## src/rtl/qspi_pkg.sv

```systemverilog
// Shared types and helpers for the QSPI shift engine and its lane multiplexer.
package qspi_pkg;

  typedef enum logic [1:0] {
    LANE_1 = 2'b00,
    LANE_2 = 2'b01,
    LANE_4 = 2'b10
  } lane_mode_e;

  typedef enum logic [1:0] {
    IDLE  = 2'd0,
    SHIFT = 2'd1,
    DONE  = 2'd2
  } shift_state_e;

  localparam logic DIR_TX = 1'b0;
  localparam logic DIR_RX = 1'b1;

  function automatic logic [2:0] lane_count(input lane_mode_e mode);
    case (mode)
      LANE_2:  return 3'd2;
      LANE_4:  return 3'd4;
      default: return 3'd1;
    endcase
  endfunction

endpackage

```

## src/rtl/qspi_lane_mux.sv

```systemverilog
// Combinational pad mapping: shift register MSBs to IO lanes, IO lanes to the RX capture group.
module qspi_lane_mux
  import qspi_pkg::*;
(
  input  lane_mode_e  lane,
  input  logic        tx_en,
  input  logic [3:0]  tx_msbs,
  input  logic [3:0]  io_in,
  output logic [3:0]  io_out,
  output logic [3:0]  io_oe,
  output logic [3:0]  rx_bits
);

  logic [3:0] lane_mask;

  // io0 carries the register MSB, so the nibble is bit-reversed onto the pads.
  always_comb begin
    lane_mask = 4'b0001;
    rx_bits   = 4'b0000;
    case (lane)
      LANE_2: begin
        lane_mask = 4'b0011;
        rx_bits   = {2'b00, io_in[0], io_in[1]};
      end
      LANE_4: begin
        lane_mask = 4'b1111;
        rx_bits   = {io_in[0], io_in[1], io_in[2], io_in[3]};
      end
      default: begin
        lane_mask = 4'b0001;
        rx_bits   = {3'b000, io_in[1]};
      end
    endcase

    io_oe  = tx_en ? lane_mask : 4'b0000;
    io_out = tx_en ? ({tx_msbs[0], tx_msbs[1], tx_msbs[2], tx_msbs[3]} & lane_mask) : 4'b0000;
  end

endmodule

```

## src/rtl/qspi_shift_engine.sv

```systemverilog
// Bidirectional 1/2/4-lane QSPI shift engine with programmable bit count and done/rx_valid handshake.
module qspi_shift_engine
  import qspi_pkg::*;
#(
  parameter int DATA_W = 32,
  parameter int CNT_W  = $clog2(DATA_W + 1)
) (
  input  logic              clk,
  input  logic              rst_n,
  input  logic              start,
  input  logic              abort,
  input  logic              dir,
  input  logic [1:0]        lane_mode,
  input  logic [CNT_W-1:0]  xfer_bits,
  input  logic [DATA_W-1:0] tx_data,
  input  logic              sclk_rise,
  input  logic              sclk_fall,
  input  logic [3:0]        io_in,
  output logic [3:0]        io_out,
  output logic [3:0]        io_oe,
  output logic              busy,
  output logic              done,
  output logic [DATA_W-1:0] rx_data,
  output logic              rx_valid
);

  localparam logic [CNT_W-1:0] DATA_W_CNT = CNT_W'(DATA_W);
  localparam logic [CNT_W-1:0] CNT_ONE    = CNT_W'(1);

  shift_state_e      state;
  logic              dir_q;
  lane_mode_e        lane_q;
  logic [CNT_W-1:0]  bit_cnt;
  logic [CNT_W-1:0]  eff_bits;
  logic [DATA_W-1:0] shift_reg;

  lane_mode_e        lane_in;
  logic [CNT_W-1:0]  lane_in_cnt;
  logic [CNT_W-1:0]  clamp_bits;
  logic [CNT_W-1:0]  eff_start;
  logic [CNT_W-1:0]  lane_step;
  logic [3:0]        rx_bits;
  logic [DATA_W-1:0] rx_next;
  logic [DATA_W-1:0] rx_mask;
  logic              tx_active;

  // DATA_W is a multiple of 4, so rounding the clamped count up never overflows CNT_W bits.
  always_comb begin
    case (lane_mode)
      2'b01:   lane_in = LANE_2;
      2'b10:   lane_in = LANE_4;
      default: lane_in = LANE_1;
    endcase
    lane_in_cnt = CNT_W'(lane_count(lane_in));
    clamp_bits  = (xfer_bits > DATA_W_CNT) ? DATA_W_CNT : xfer_bits;
    eff_start   = (clamp_bits + lane_in_cnt - CNT_ONE) & ~(lane_in_cnt - CNT_ONE);
  end

  always_comb begin
    lane_step = CNT_W'(lane_count(lane_q));
    rx_next   = (shift_reg << lane_step) | DATA_W'(rx_bits);
    rx_mask   = ~({DATA_W{1'b1}} << eff_bits);
    tx_active = (state == SHIFT) && (dir_q == DIR_TX);
  end

  always_ff @(posedge clk or negedge rst_n) begin
    if (!rst_n) begin
      state     <= IDLE;
      dir_q     <= DIR_TX;
      lane_q    <= LANE_1;
      bit_cnt   <= '0;
      eff_bits  <= '0;
      shift_reg <= '0;
      rx_data   <= '0;
    end else begin
      case (state)
        IDLE: begin
          if (start && !abort) begin
            dir_q     <= dir;
            lane_q    <= lane_in;
            shift_reg <= tx_data;
            bit_cnt   <= eff_start;
            eff_bits  <= eff_start;
            state     <= (eff_start == '0) ? DONE : SHIFT;
          end
        end
        SHIFT: begin
          // A rise in the same cycle as a fall takes priority; the fall is dropped.
          if (abort) begin
            state <= IDLE;
          end else if (sclk_rise) begin
            bit_cnt <= bit_cnt - lane_step;
            if (dir_q == DIR_RX) begin
              shift_reg <= rx_next;
            end
            if (bit_cnt == lane_step) begin
              state <= DONE;
              if (dir_q == DIR_RX) begin
                rx_data <= rx_next & rx_mask;
              end
            end
          end else if (sclk_fall && (bit_cnt != '0) && (dir_q == DIR_TX)) begin
            shift_reg <= shift_reg << lane_step;
          end
        end
        DONE: begin
          state <= IDLE;
        end
        default: begin
          state <= IDLE;
        end
      endcase
    end
  end

  assign busy     = (state != IDLE);
  assign done     = (state == DONE) && !abort;
  assign rx_valid = done && (dir_q == DIR_RX);

  qspi_lane_mux u_lane_mux (
    .lane    (lane_q),
    .tx_en   (tx_active),
    .tx_msbs (shift_reg[DATA_W-1 -: 4]),
    .io_in   (io_in),
    .io_out  (io_out),
    .io_oe   (io_oe),
    .rx_bits (rx_bits)
  );

endmodule

```

## config.mk

```make
export PLATFORM = sky130hd
export DESIGN_NAME = qspi_shift_engine
export DESIGN_NICKNAME = d
export VERILOG_FILES = /design/src/rtl/qspi_pkg.sv /design/src/rtl/qspi_lane_mux.sv /design/src/rtl/qspi_shift_engine.sv
export SDC_FILE = /design/constraint.sdc
export NUM_CORES = 1
export LEC_CHECK = 0
export CORE_AREA = 2 2 102 104
export DETAILED_ROUTE_END_ITERATION = 10
export DIE_AREA = 0 0 104 106
export PLACE_DENSITY = 0.8
export SLEW_MARGIN = 20
export SYNTH_ARGS = -nofsm -noshare
export SYNTH_HDL_FRONTEND = slang
export SYNTH_SLANG_ARGS = --single-unit
```

## constraint.sdc

```tcl
create_clock -name clk -period 3.7 [get_ports clk]
set_clock_uncertainty 0.1 [all_clocks]
set_input_delay 0.74 -clock clk [delete_from_list [all_inputs] [get_ports clk]]
set_output_delay 0.74 -clock clk [all_outputs]
set_load 0.005 [all_outputs]
```

======== After elaboration in Yosys (flattened, before gate mapping) ========
Index checks and enable logic that the tools add are counted.
cells by class
  reduce and logical (&&, ||, !) cells .... 17
  add/sub/neg operators ................... 4
  $lt $le $gt $ge ......................... 1
  multiplexer cells ....................... 24
  equality and inequality tests ........... 16
  bitwise operators ....................... 8
  shift-type cells ........................ 2
operators with widths
  operator                                              number
  2-to-1 mux 32 bit                                     5
  one-hot mux 32 bit (2 select lines)                   1
  bitwise AND 32 bit                                    1
  NOT 32 bit                                            1
  bitwise OR 32 x 4 -> 32 bit                           1
  << shifter 32 x 3 -> 32 bit                           1
  << shifter 32 x 6 -> 32 bit, first input constant     1
  2-to-1 mux 6 bit                                      4
  one-hot mux 4 bit (2 select lines)                    2
  one-hot mux 3 bit (2 select lines)                    2
  one-hot mux 6 bit (2 select lines)                    1
  2-to-1 mux 2 bit                                      5
  AND reduction 5 bit                                   2
  equality test 2 x 1 -> 1 bit, second input constant   4
  equality test 2 bit, second input constant            4
  2-to-1 mux 4 bit                                      2
  one-hot mux 2 bit (2 select lines)                    2
  adder 6 x 3 -> 6 bit                                  1
  bitwise AND 6 bit                                     1
  equality test 6 x 3 -> 1 bit                          1
  greater-than comparator 6 bit, second input constant  1
  logical AND 1 bit                                     6
  logical NOT 6 bit                                     1
  != test 2 bit, second input constant                  3
  15 further kinds                                      19
word-level totals
  register bits ........................... 81
  output and inout bits ................... 43
  input port bits ......................... 51
  logic and storage cells ................. 79

======== Depth between registers and ports, before layout ========
Gate-level depths: netlist (run 1).
  depth after elaboration ................. 11
  mapped depth ............................ 12
  gate-level depth less buffers ........... 12

======== Cells and area by module ========
From an unflattened synthesis (run 1), not the netlist that was laid out.
unflattened totals
  cells, all modules ...................... 601
  area total of the unflattened synthesis .. 5310.1 um^2
modules (own cells, without submodules)
  module             times used  cells an instance  area an instance (um^2)
  qspi_shift_engine  1           582                5178.7
  qspi_lane_mux      1           19                 131.4

======== Worst setup path before layout (run 1) ========
No wires, ideal clock.
  path kind ............................... input to register
  start ................................... input lane_mode[1]
  end ..................................... register state[0]
  path buffers ............................ 0
  cell stages on the path ................. 12
  slack ................................... 0.892 ns
  arrival time ............................ 2.572 ns
  cells stage by stage .................... inv_1 ha_1 inv_1 ha_1 inv_1 ha_1 fa_1 a21o_1 a21oi_1 xnor2_1 nor3_1 a21oi_1
on the way
  longest elaborated chain between the ends .. 11
  elaborated cells between the ends (all ways) .. 15
ends and longest elaborated chain
  item                                                                 RTL line                 text
  start, declared                                                      qspi_shift_engine.sv:13  input logic [1:0] lane_mode,
  equality test 2 bit or equality test 2 x 1 -> 1 bit (tied branches)  qspi_shift_engine.sv:49  case (lane_mode)
  one-hot mux 2 bit (2 select lines) *                                 qspi_shift_engine.sv:49
  equality test 2 bit or equality test 2 x 1 -> 1 bit (tied branches)  qspi_pkg.sv:20           case (mode)
  one-hot mux 3 bit (2 select lines) *                                 qspi_pkg.sv:20
  adder 6 x 3 -> 6 bit or subtractor 3 x 1 -> 4 bit (tied branches)    qspi_shift_engine.sv:56  eff_start = (clamp_bits + lane_in_cnt - CNT_ONE) & ~(lane_in_cnt - CNT_ONE);
  subtractor 6 x 1 -> 6 bit or NOT 6 bit (tied branches)               qspi_shift_engine.sv:56
  bitwise AND 6 bit *                                                  qspi_shift_engine.sv:56
  logical NOT 6 bit *                                                  qspi_shift_engine.sv:84  state <= (eff_start == '0) ? DONE : SHIFT;
  2-to-1 mux 2 bit *                                                   qspi_shift_engine.sv:84
  2-to-1 mux 2 bit *                                                   qspi_shift_engine.sv:78  if (start && !abort) begin
  one-hot mux 2 bit (2 select lines) *                                 qspi_shift_engine.sv:76  case (state)
  end signal, assigned                                                 qspi_shift_engine.sv:84
  end, declared                                                        qspi_shift_engine.sv:30  shift_state_e state;
Every way passes the cells marked *; elsewhere a longest branch is shown, timed or not. The select of a mux whose other input is x is not followed.
A chain may end at the register's enable or synchronous reset.

======== Worst setup path in the final report (run 1) ========
  start ................................... register lane_q[0]
  end ..................................... output io_out[1]
on the way
  longest elaborated chain between the ends .. 4
  elaborated cells between the ends (all ways) .. 5
ends and longest elaborated chain
  item                                                                 RTL line                 text
  start, declared                                                      qspi_shift_engine.sv:32  lane_mode_e lane_q;
  start signal, assigned                                               qspi_shift_engine.sv:80  lane_q <= lane_in;
  equality test 2 bit or equality test 2 x 1 -> 1 bit (tied branches)  qspi_lane_mux.sv:20      case (lane)
  one-hot mux 4 bit (2 select lines) *                                 qspi_lane_mux.sv:20
  bitwise AND 4 bit *                                                  qspi_lane_mux.sv:36      io_out = tx_en ? ({tx_msbs[0], tx_msbs[1], tx_msbs[2], tx_msbs[3]} & lane_mask) : 4'b0000;
  2-to-1 mux 4 bit *                                                   qspi_lane_mux.sv:36
  end, declared                                                        qspi_shift_engine.sv:19  output logic [3:0] io_out,
Every way passes the cells marked *; elsewhere a longest branch is shown, timed or not.

==> metrics, run 1 <==
beginning of the worst register-to-register path lane_q[0]; Post-DP HPWL 10990 um; clock slew seen by the registers of the worst setup and hold paths 90 ps; number of placed I/O pins 94; diodes inserted 0; post-synthesis async set-or-reset flop share 100.0%; number of global-route vias before repair between 4k and 5k; warning count from the yosys run 0; wire length of the first global-routing pass about 24000 um; Placer Congestion approximately 0.93; class of the tightest hold or removal check primary input to async pin; max_cap viols 0; via count between 4k and 5k; detail-routed net length per standard cell about 19 um; transition time at the pin with the least slew margin 802.2 ps; chip width around 100 um; worst max-slew margin expressed relative to the limit between 40% and 50%; Die Footprint between 10000 and 15000 sq um; Port Buffers slightly above 90; most common cell in the synthesized netlist dfrtp_1; pins over their slew limit 0; Yosys top cell area share roughly 40%; clock sink count 81; DRC violations left 0; Floorplan Core Area 10000 sq um; required time of the worst setup path approximately 2900 ps; Achievable Freq 315.8 MHz; Total Power Consumption approximately 4 mW; number of failing hold endpoints at the final stage 0; initial antenna violation count 0; syn_area_per_cell 9.221 sq um; largest fanout of any net on the critical path 19; sequential cell area fraction in the yosys report 39.25%; hold-fix buffer count after cts 0; Total Wirelength between 10000 and 15000 um; count of flip-flops with a built-in enable after synthesis 0; setup repair after global routing missed its margin no; total standard cell area after synthesis 5164 sq um; Main synth FF type dfrtp_1; proportion of synthesized area in mux cells under 10%; fraction of final layout cells sized beyond drive strength 1 about 9.6%; total track usage between 20 and 30%; synthesized net count ~630; length of the first detailed-routing pass in iterations 6; maximum number of pins on one net before global-route repair between 80 and 90; cell type group with the largest total delay on the critical path buffers and inverters; die height about 110 um; number of distinct library cells after synthesis a little under 60; worst supply voltage drop on vdd roughly 0.00029 V; setup_tns 0 ps; number of buffers between clock root and the deepest sink 2; Area contributors post-synth dfrtp_1 39%, a221o_1 6.0%, mux2_2 5.0%; post-synthesis share of cell area spent on and, or, nand and nor gates between 10% and 20%; crit path capture type output pin; worst path bufs/invs 2; H-tree levels 3; result of the run completed; Final Net Count between 600 and 700; starting DRC count in detailed routing approximately 360; DP Area ~6100 sq um; later-pin clock latency in the skew report approximately 370 ps; post-synthesis register bit count slightly above 80; worst endpoint data arrival time between 2000 and 2500 ps; post-synthesis instance total 560; via-per-instance ratio just over 6; most common library cells after synthesis 81 x dfrtp_1, 66 x nand2_1, 63 x nor2_1; Compound-Gate Fraction of Synth Area around 27%; crit path launch type flip-flop; FP Rows 37; Setup crit start lane_q[0]; combinational family with the most area after synthesis compound AO/OA/AOI/OAI gates; Post-CTS Setup Repair Bufs 0; number of gates resized after cts 0; gr ovfl total 0; biggest area consumer among synthesized cells dfrtp_1; count of final setup violators 0; post-route ant nets 0; Filler Cells Inserted roughly 860; Static Leak 2.687 nW; number of clock buffers inserted by TritonCTS 9; critical path class flip-flop to output pin; xor/xnor share of the synthesized area less than 1%; clock tree root driver cell clkbuf_8; design area about 6300 sq um; adder and majority gate portion of the synthesized area 4.410%; fin crit period about 3200 ps; area added between synthesis and finish 22.51%; Power Density about 640 nW/um^2; TritonCTS clock tree done; fraction of the cycle the final worst path needs between 80% and 90%; effective utilization at floorplan between 50 and 60%; cell with the biggest individual delay on the critical path ha_1; cell breakdown of the critical path inv_1 -> ha_1 -> nor3_1 -> and2_1 -> clkdlybuf4s50_1; slowest cell delay on critical path 550 ps
## worst reg2reg max path, cell delays in order (launching register included)
cell	delay, ps
dfrtp_1	360
inv_1	80
ha_1	550
ha_1	410
nand4_1	110
nor4_2	270
nand2_2	170
buf_4	270
a2111oi_0	440
a21o_1	130
## path summary, 6_finish.rpt
path                            depth (start not counted)  slack (ps)             to
min in group clk                                        1         380     rx_data[2]
max in group asynchronous                               1        2710    rx_data[30]
worst max register to register                          9         760    rx_data[20]
worst min-delay path                                    1         310  shift_reg[24]
worst min register to register                          1         380     rx_data[2]
worst max-delay path                                    5         530      io_out[1]
## through the flow
step / hold WS [ps] / setup slack, ps / utilization (%) / instances
after floorplan: 344.4 / 891.8 / - / 560
after global placement: 362.4 / 253.1 / 61.27 / 755
after detailed placement: 364.6 / 148.0 / 61.27 / 755
after CTS: 383.6 / 520.6 / 63.23 / 771
after global routing: 362.8 / 374.5 / 63.26 / 771
final: 305.1 / 533.8 / 63.26 / 771
## final cells by class
class	instances	area [sq um]	area share (%)
inverters	19	71.32	1.127
multi-input cells	416	2855	45.13
well taps	136	170.2	2.690
flip-flops and latches	81	2027	32.04
clock buffers	10	127.6	2.017
repair buffers	103	1007	15.92
clock inverters	6	67.56	1.068
## cell families (layout without fill, tap and decap cells)
| kind of cell | Yosys count | after routing |
|---|---|---|
| buf+inv | 63 | 138 |
| flops | 81 | 81 |
| simple gates | 183 | 183 |
| xor+xnor | 3 | 3 |
| mux | 36 | 36 |
| fa+ha+maj | 17 | 17 |
| compound gates | 177 | 177 |
## power breakdown
part	switching, mW	total, mW	leakage [nW]	internal [mW]
clock	0.340	0.654	0.0929	0.314
combinational	1.21	2.07	1.54	0.855
sequential	0.264	1.36	1.06	1.09
total	1.82	4.08	2.69	2.26
## per-layer routing
metal	wire length [um]	GRT usage, %	vias to the layer above	share of wire, %
met4	637	14.48	0	4.3
met3	900	4.598	40	6.1
met5	0	0	-	0
met2	7111	46.05	216	48
met1	6190	34.53	2281	42
li1	-	-	2243	-
## cell usage in the layout, fill, tap and decap left out, types with 12 or more instances in the layout
cell / instances
clkdlybuf4s50_1: 92
o22ai_1: 13
nand2_1: 65
nor2_1: 63
mux2i_1: 13
inv_1: 19
ha_1: 15
o221ai_1: 12
o31ai_1: 17
a221o_1: 31
a21oi_1: 15
dfrtp_1: 81
mux2_2: 23
o21ai_0: 17
Power figures use the tool's default switching activity.
==> inputs of run 2 (changes only) <==
CORE_AREA = 2 2 111 113   (was 2 2 102 104)
DIE_AREA = 0 0 113 115   (was 0 0 104 106)
PLACE_DENSITY = 0.69   (was 0.8)
TNS_END_PERCENT = 50   (was not set)
==> run 2 against run 1 <==
Worst hold slack gained 8.2 ps. Wire length rose by 3.3%. The run now ends with DRC left. Largest cell class unchanged. Total power up 6.7%. Combinational power about the same.
==> metrics, run 2 (same netlist as run 1, synthesis figures left out) <==
required time of the worst setup path 3830 ps (was 2860 ps); uppermost signal routing layer after detailed routing met4 (unchanged); length of the first detailed-routing pass in iterations 10 (was 6); transition time at the pin with the least slew margin 752.6 ps (was 802.2 ps); chip width 113 um (was 104 um); leading cell types in the layout, fill and taps excluded 92 x clkdlybuf4s50_1, 81 x dfrtp_1, 65 x nand2_1 (unchanged); hold_ws 313.3 ps (was 305.1 ps); via-per-instance ratio 6.166 (was 6.200); wire length of the first global-routing pass 24900 um (was 23800 um); Sw Ratio 42.33% (was 44.55%); part of the total power dissipated in the clock network 20.9% (was 16.1%); Die Footprint 13000 sq um (was 11020 sq um); Power Density 674.1 nW/um^2 (was 644.3 nW/um^2); crit path launch type primary input (was flip-flop); starting DRC count in detailed routing 444 (was 355); hold-fix buffer count after cts 0 (unchanged); DP Area 6148 sq um (was 6127 sq um); setup_tns 0 ps (unchanged); number of buffers between clock root and the deepest sink 2 (unchanged); crit path capture type flip-flop (was output pin); Placer Congestion 0.9454 (was 0.9348); proportion of power drawn by flip-flops and latches 31.2% (was 33.2%); setup repair after global routing missed its margin no (unchanged); TritonCTS clock tree done (unchanged); number of placed I/O pins 94 (unchanged); Worst R2R End rx_data[26] (was rx_data[20]); post-route ant nets 0 (unchanged); worst supply voltage drop on vdd 0.0002606 V (was 0.0002895 V); Critical Path Sink state[0] (was io_out[1]); FP Rows 40 (was 37); initial antenna violation count 0 (unchanged); count of final setup violators 0 (unchanged); met3 WL 932 um (was 900 um); design area 6449 sq um (was 6326 sq um); Setup crit start lane_mode[0] (was lane_q[0]); beginning of the worst register-to-register path lane_q[0] (unchanged); Net Switching 1.840 mW (was 1.816 mW); result of the run complete, but fails checks (was completed); number of clock buffers inserted by TritonCTS 9 (unchanged); via count 4822 (was 4780); portion of total power attributed to combinational logic 47.8% (was 50.7%); later-pin clock latency in the skew report 350 ps (was 370 ps); end-of-flow core utilization 54.60% (was 63.26%); number of global-route vias before repair 4712 (was 4565); fraction of final layout cells sized beyond drive strength 1 9.606% (unchanged); die height 115 um (was 106 um); Floorplan Core Area 11810 sq um (was 10000 sq um); Post-DP HPWL 11340 um (was 10990 um); maximum number of pins on one net before global-route repair 82 (unchanged); max_cap viols 0 (unchanged); cells on worst reg2reg path 9 (unchanged); clock tree root driver cell clkbuf_16 (was clkbuf_8); detail-routed net length per standard cell 19.60 um (was 19.25 um); Total Wirelength 15330 um (was 14840 um); total met2 wirelength after detailed routing 7478 um (was 7111 um); clock sink count 81 (unchanged); failing checks DRC; detailed-routing wirelength on met1 6343 um (was 6190 um); worst max-slew margin expressed relative to the limit 49.83% (was 46.32%); DRC violations left 8 (was 0); leading cell type in the layout, fill and taps excluded clkdlybuf4s50_1 (unchanged); class of the tightest hold or removal check primary input to async pin (unchanged); Static Leak 2.747 nW (was 2.687 nW); clock slew seen by the registers of the worst setup and hold paths 70 ps (was 90 ps); Final Net Count 699 (was 698); total track usage 24.74% (was 27.59%); Post-CTS Setup Repair Bufs 0 (unchanged); diodes inserted 0 (unchanged); critical path class primary input to flip-flop (was flip-flop to output pin); largest fanout of any net on the critical path 3 (was 19); fraction of the cycle the final worst path needs 84.71% (was 85.57%); Total Power Consumption 4.347 mW (was 4.076 mW); gr ovfl total 0 (unchanged); area added between synthesis and finish 24.88% (was 22.51%); pins over their slew limit 0 (unchanged); Achievable Freq 319.1 MHz (was 315.8 MHz); fin crit period 3134 ps (was 3166 ps); Port Buffers 93 (unchanged); worst endpoint data arrival time 3260 ps (was 2330 ps); effective utilization at floorplan 43.72% (was 51.64%); internal reg-to-reg setup slack 890 ps (was 760 ps); H-tree levels 3 (unchanged); number of failing hold endpoints at the final stage 0 (unchanged); cell-internal power 2.507 mW (was 2.260 mW); number of gates resized after cts 0 (unchanged)
==> run 2: critical path, cell delays in order <==
cell             delay (ps)
clkdlybuf4s50_1         510
inv_1                    60
ha_1                    300
a21o_1                  170
ha_1                    210
fa_1                    420
a21o_1                  180
a21oi_1                 190
xnor2_1                 140
nor3_1                  240
a21oi_1                 110
==> run 2: per-layer routing <==
layer | track usage [%] | vias up
met2 | 40.28 | 175
li1 | - | 2238
met5 | 0 | -
met3 | 6.431 | 37
met4 | 10.00 | 0
met1 | 31.68 | 2372
==> run 2: how the worst min path moves through the flow <==
stage	startpoint	end	slack [ps]	depth (start not counted)
after floorplan	rst_n	bit_cnt[0]	340	0
after global placement	rx_data[19]	rx_data[19]	370	2
after detailed placement	rx_data[20]	rx_data[20]	360	1
after CTS	rx_data[20]	rx_data[20]	380	1
after global routing	rx_data[20]	rx_data[20]	380	1
final	rst_n	shift_reg[9]	310	1
==> run 2: area by class of cell <==
cell class	instances	area, sq um
Multi-Input combinational cell	416	2855
Fill cell	1089	5363
Sequential cell	81	2027
Clock inverter	3	40.04
Inverter	19	71.32
Tap cell	147	183.9
Clock buffer	12	256.5
Timing Repair Buffer	104	1015
==> run 2: power groups by stage <==
stage / clock network [mW] / registers (mW) / logic, mW
2_1_floorplan: 0 / 1.23 / 1.50
4_1_cts: 0.923 / 1.35 / 2.06
3_3_place_gp: 0 / 1.36 / 2.02
5_1_grt: 0.953 / 1.40 / 2.25
3_5_place_dp: 0 / 1.36 / 2.05
6_report: 0.910 / 1.36 / 2.08
==> run 2: through the flow <==
step           std cells  setup slack (ps)
3_5_place_dp         767             178.6
6_report             782             565.7
4_1_cts              782             553.9
3_3_place_gp         767             329.3
5_1_grt              782             372.4
2_1_floorplan        560             891.8
==> inputs of run 3 (changes only) <==
clock period = 3.13 ns   (was 3.7 ns; I/O delays follow)
==> run 3 against run 2 <==
The flow still finishes with violations (DRC). Flip-flop and latch count unchanged. Utilization up 1.5 points. Die area unchanged. Via count up 0.41%. Largest cell class unchanged.
==> metrics, run 3 (same netlist as run 1, synthesis figures left out) <==
wire length of the first global-routing pass 24310 um (was 24900 um); leading cell type in the layout, fill and taps excluded clkdlybuf4s50_1 (unchanged); diodes inserted 0 (unchanged); internal reg-to-reg setup slack 340 ps (was 890 ps); Total Wirelength 15410 um (was 15330 um); total track usage 23.71% (was 24.74%); number of clock buffers inserted by TritonCTS 9 (unchanged); failing checks DRC (unchanged); maximum number of pins on one net before global-route repair 82 (unchanged); fraction of the cycle the final worst path needs 95.42%; largest fanout of any net on the critical path 3 (unchanged); via-per-instance ratio 6.075 (was 6.166); Filler Cells Inserted 1076 (was 1089); DP Area 6279 sq um (was 6148 sq um); Post-Place Setup Slack -222.1 ps (was 178.6 ps); Die Footprint 13000 sq um (unchanged); crit path capture type flip-flop (unchanged); number of failing hold endpoints at the final stage 0 (unchanged); design area 6629 sq um (was 6449 sq um); fraction of final layout cells sized beyond drive strength 1 12.00% (was 9.606%); post-route setup slack 143.4 ps (was 565.7 ps); result of the run complete, but fails checks (unchanged); setup_tns 0 ps (unchanged); via count 4842 (was 4822); detail-routed net length per standard cell 19.34 um (was 19.60 um); end-of-flow core utilization 56.12% (was 54.60%); clock sink count 81 (unchanged); Total Power Consumption 5.354 mW (was 4.347 mW); FP Rows 40 (unchanged); count of final setup violators 0 (unchanged); Static Leak 2.834 nW (was 2.747 nW); critical path class primary input to flip-flop (unchanged); gr ovfl total 0 (unchanged); TritonCTS clock tree done (unchanged); H-tree levels 3 (unchanged); dpl cells 781 (was 767); Achievable Freq about 330 MHz; crit path launch type primary input (unchanged); clock slew seen by the registers of the worst setup and hold paths 60 ps (was 70 ps); Layout Cells excl Fill 797 (was 782); Floorplan Core Area 11810 sq um (unchanged); die height 115 um (unchanged); area added between synthesis and finish 28.37% (was 24.88%); starting DRC count in detailed routing 353 (was 444); Final Net Count 713 (was 699); number of buffers between clock root and the deepest sink 2 (unchanged); initial antenna violation count 0 (unchanged); Post-DP HPWL 11550 um (was 11340 um); worst endpoint data arrival time 3100 ps (was 3260 ps); max_cap viols 0 (unchanged); setup repair after global routing missed its margin no (unchanged); required time of the worst setup path 3240 ps (was 3830 ps); clock tree root driver cell clkbuf_16 (unchanged); number of placed I/O pins 94 (unchanged); transition time at the pin with the least slew margin 740.4 ps (was 752.6 ps); fin crit period between 2000 and 3000 ps; worst supply voltage drop on vdd 0.0003197 V (was 0.0002606 V); Power Density 807.7 nW/um^2 (was 674.1 nW/um^2); worst max-slew margin expressed relative to the limit 50.64% (was 49.83%); length of the first detailed-routing pass in iterations 8 (was 10); chip width 113 um (unchanged); number of global-route vias before repair 4631 (was 4712); effective utilization at floorplan 43.72% (unchanged); leading cell types in the layout, fill and taps excluded 92 x clkdlybuf4s50_1, 81 x dfrtp_1, 65 x nand2_1 (unchanged); later-pin clock latency in the skew report 340 ps (was 350 ps); Port Buffers 93 (unchanged); cells on worst reg2reg path 9 (unchanged); DRC violations left 8 (unchanged); Placer Congestion 0.8958 (was 0.9454); class of the tightest hold or removal check primary input to async pin (unchanged); pins over their slew limit 0 (unchanged); hold_ws 226.9 ps (was 313.3 ps); post-route ant nets 0 (unchanged)
[run 3: cell count changes in the layout (fill, tap and decap cells not counted), sizes merged]
| cell | change |
|---|---|
| buf | +14 |
| clkbuf | -3 |
| bufinv | +2 |
| clkinvlp | +2 |
[run 3: path summary, 6_finish.rpt]
check | startpoint | end
hold / removal | rst_n | shift_reg[11]
min in group clk | rx_data[15] | rx_data[15]
setup reg to reg | lane_q[1] | rx_data[18]
max in group asynchronous | rst_n | bit_cnt[0]
setup / recovery | lane_mode[0] | state[0]
hold reg to reg | rx_data[15] | rx_data[15]
[run 3: power breakdown]
group          internal, mW  leakage, nW  switching, mW  total [mW]
registers              1.29         1.06          0.315        1.61
logic                  1.07         1.62           1.46        2.53
clock network         0.779        0.162          0.440        1.22
[run 3: layout make-up]
type | instances | area, sq um | share of cell area (%)
inverters | 19 | 71.32 | 1.076
multi-input cells | 416 | 2858 | 43.11
clock buffers | 9 | 225.2 | 3.398
clock inverters | 7 | 118.9 | 1.793
well taps | 147 | 183.9 | 2.775
flip-flops and latches | 81 | 2027 | 30.58
repair buffers | 118 | 1145 | 17.27
[run 3: layer usage]
metal	vias to the layer above	GRT usage, %	wire length, um
met3	39	5.008	890
li1	2272	-	-
met5	-	0	0
met1	2340	29.51	6544
met4	0	9.919	548
met2	191	40.28	7430
[run 3: repair_timing]
item,4_1_cts,5_1_grt
endpoints found under the setup margin,0,1
resized for setup,0,1
hold buffers,0,0
buffers inserted,0,0
[run 3: critical path, stage by stage]
cell	delay, ps
clkdlybuf4s50_1	500
inv_1	60
ha_1	300
a21o_1	170
ha_1	210
fa_1	420
a21o_1	170
a21oi_1	170
xnor2_1	110
nor3_1	250
a21oi_1	110
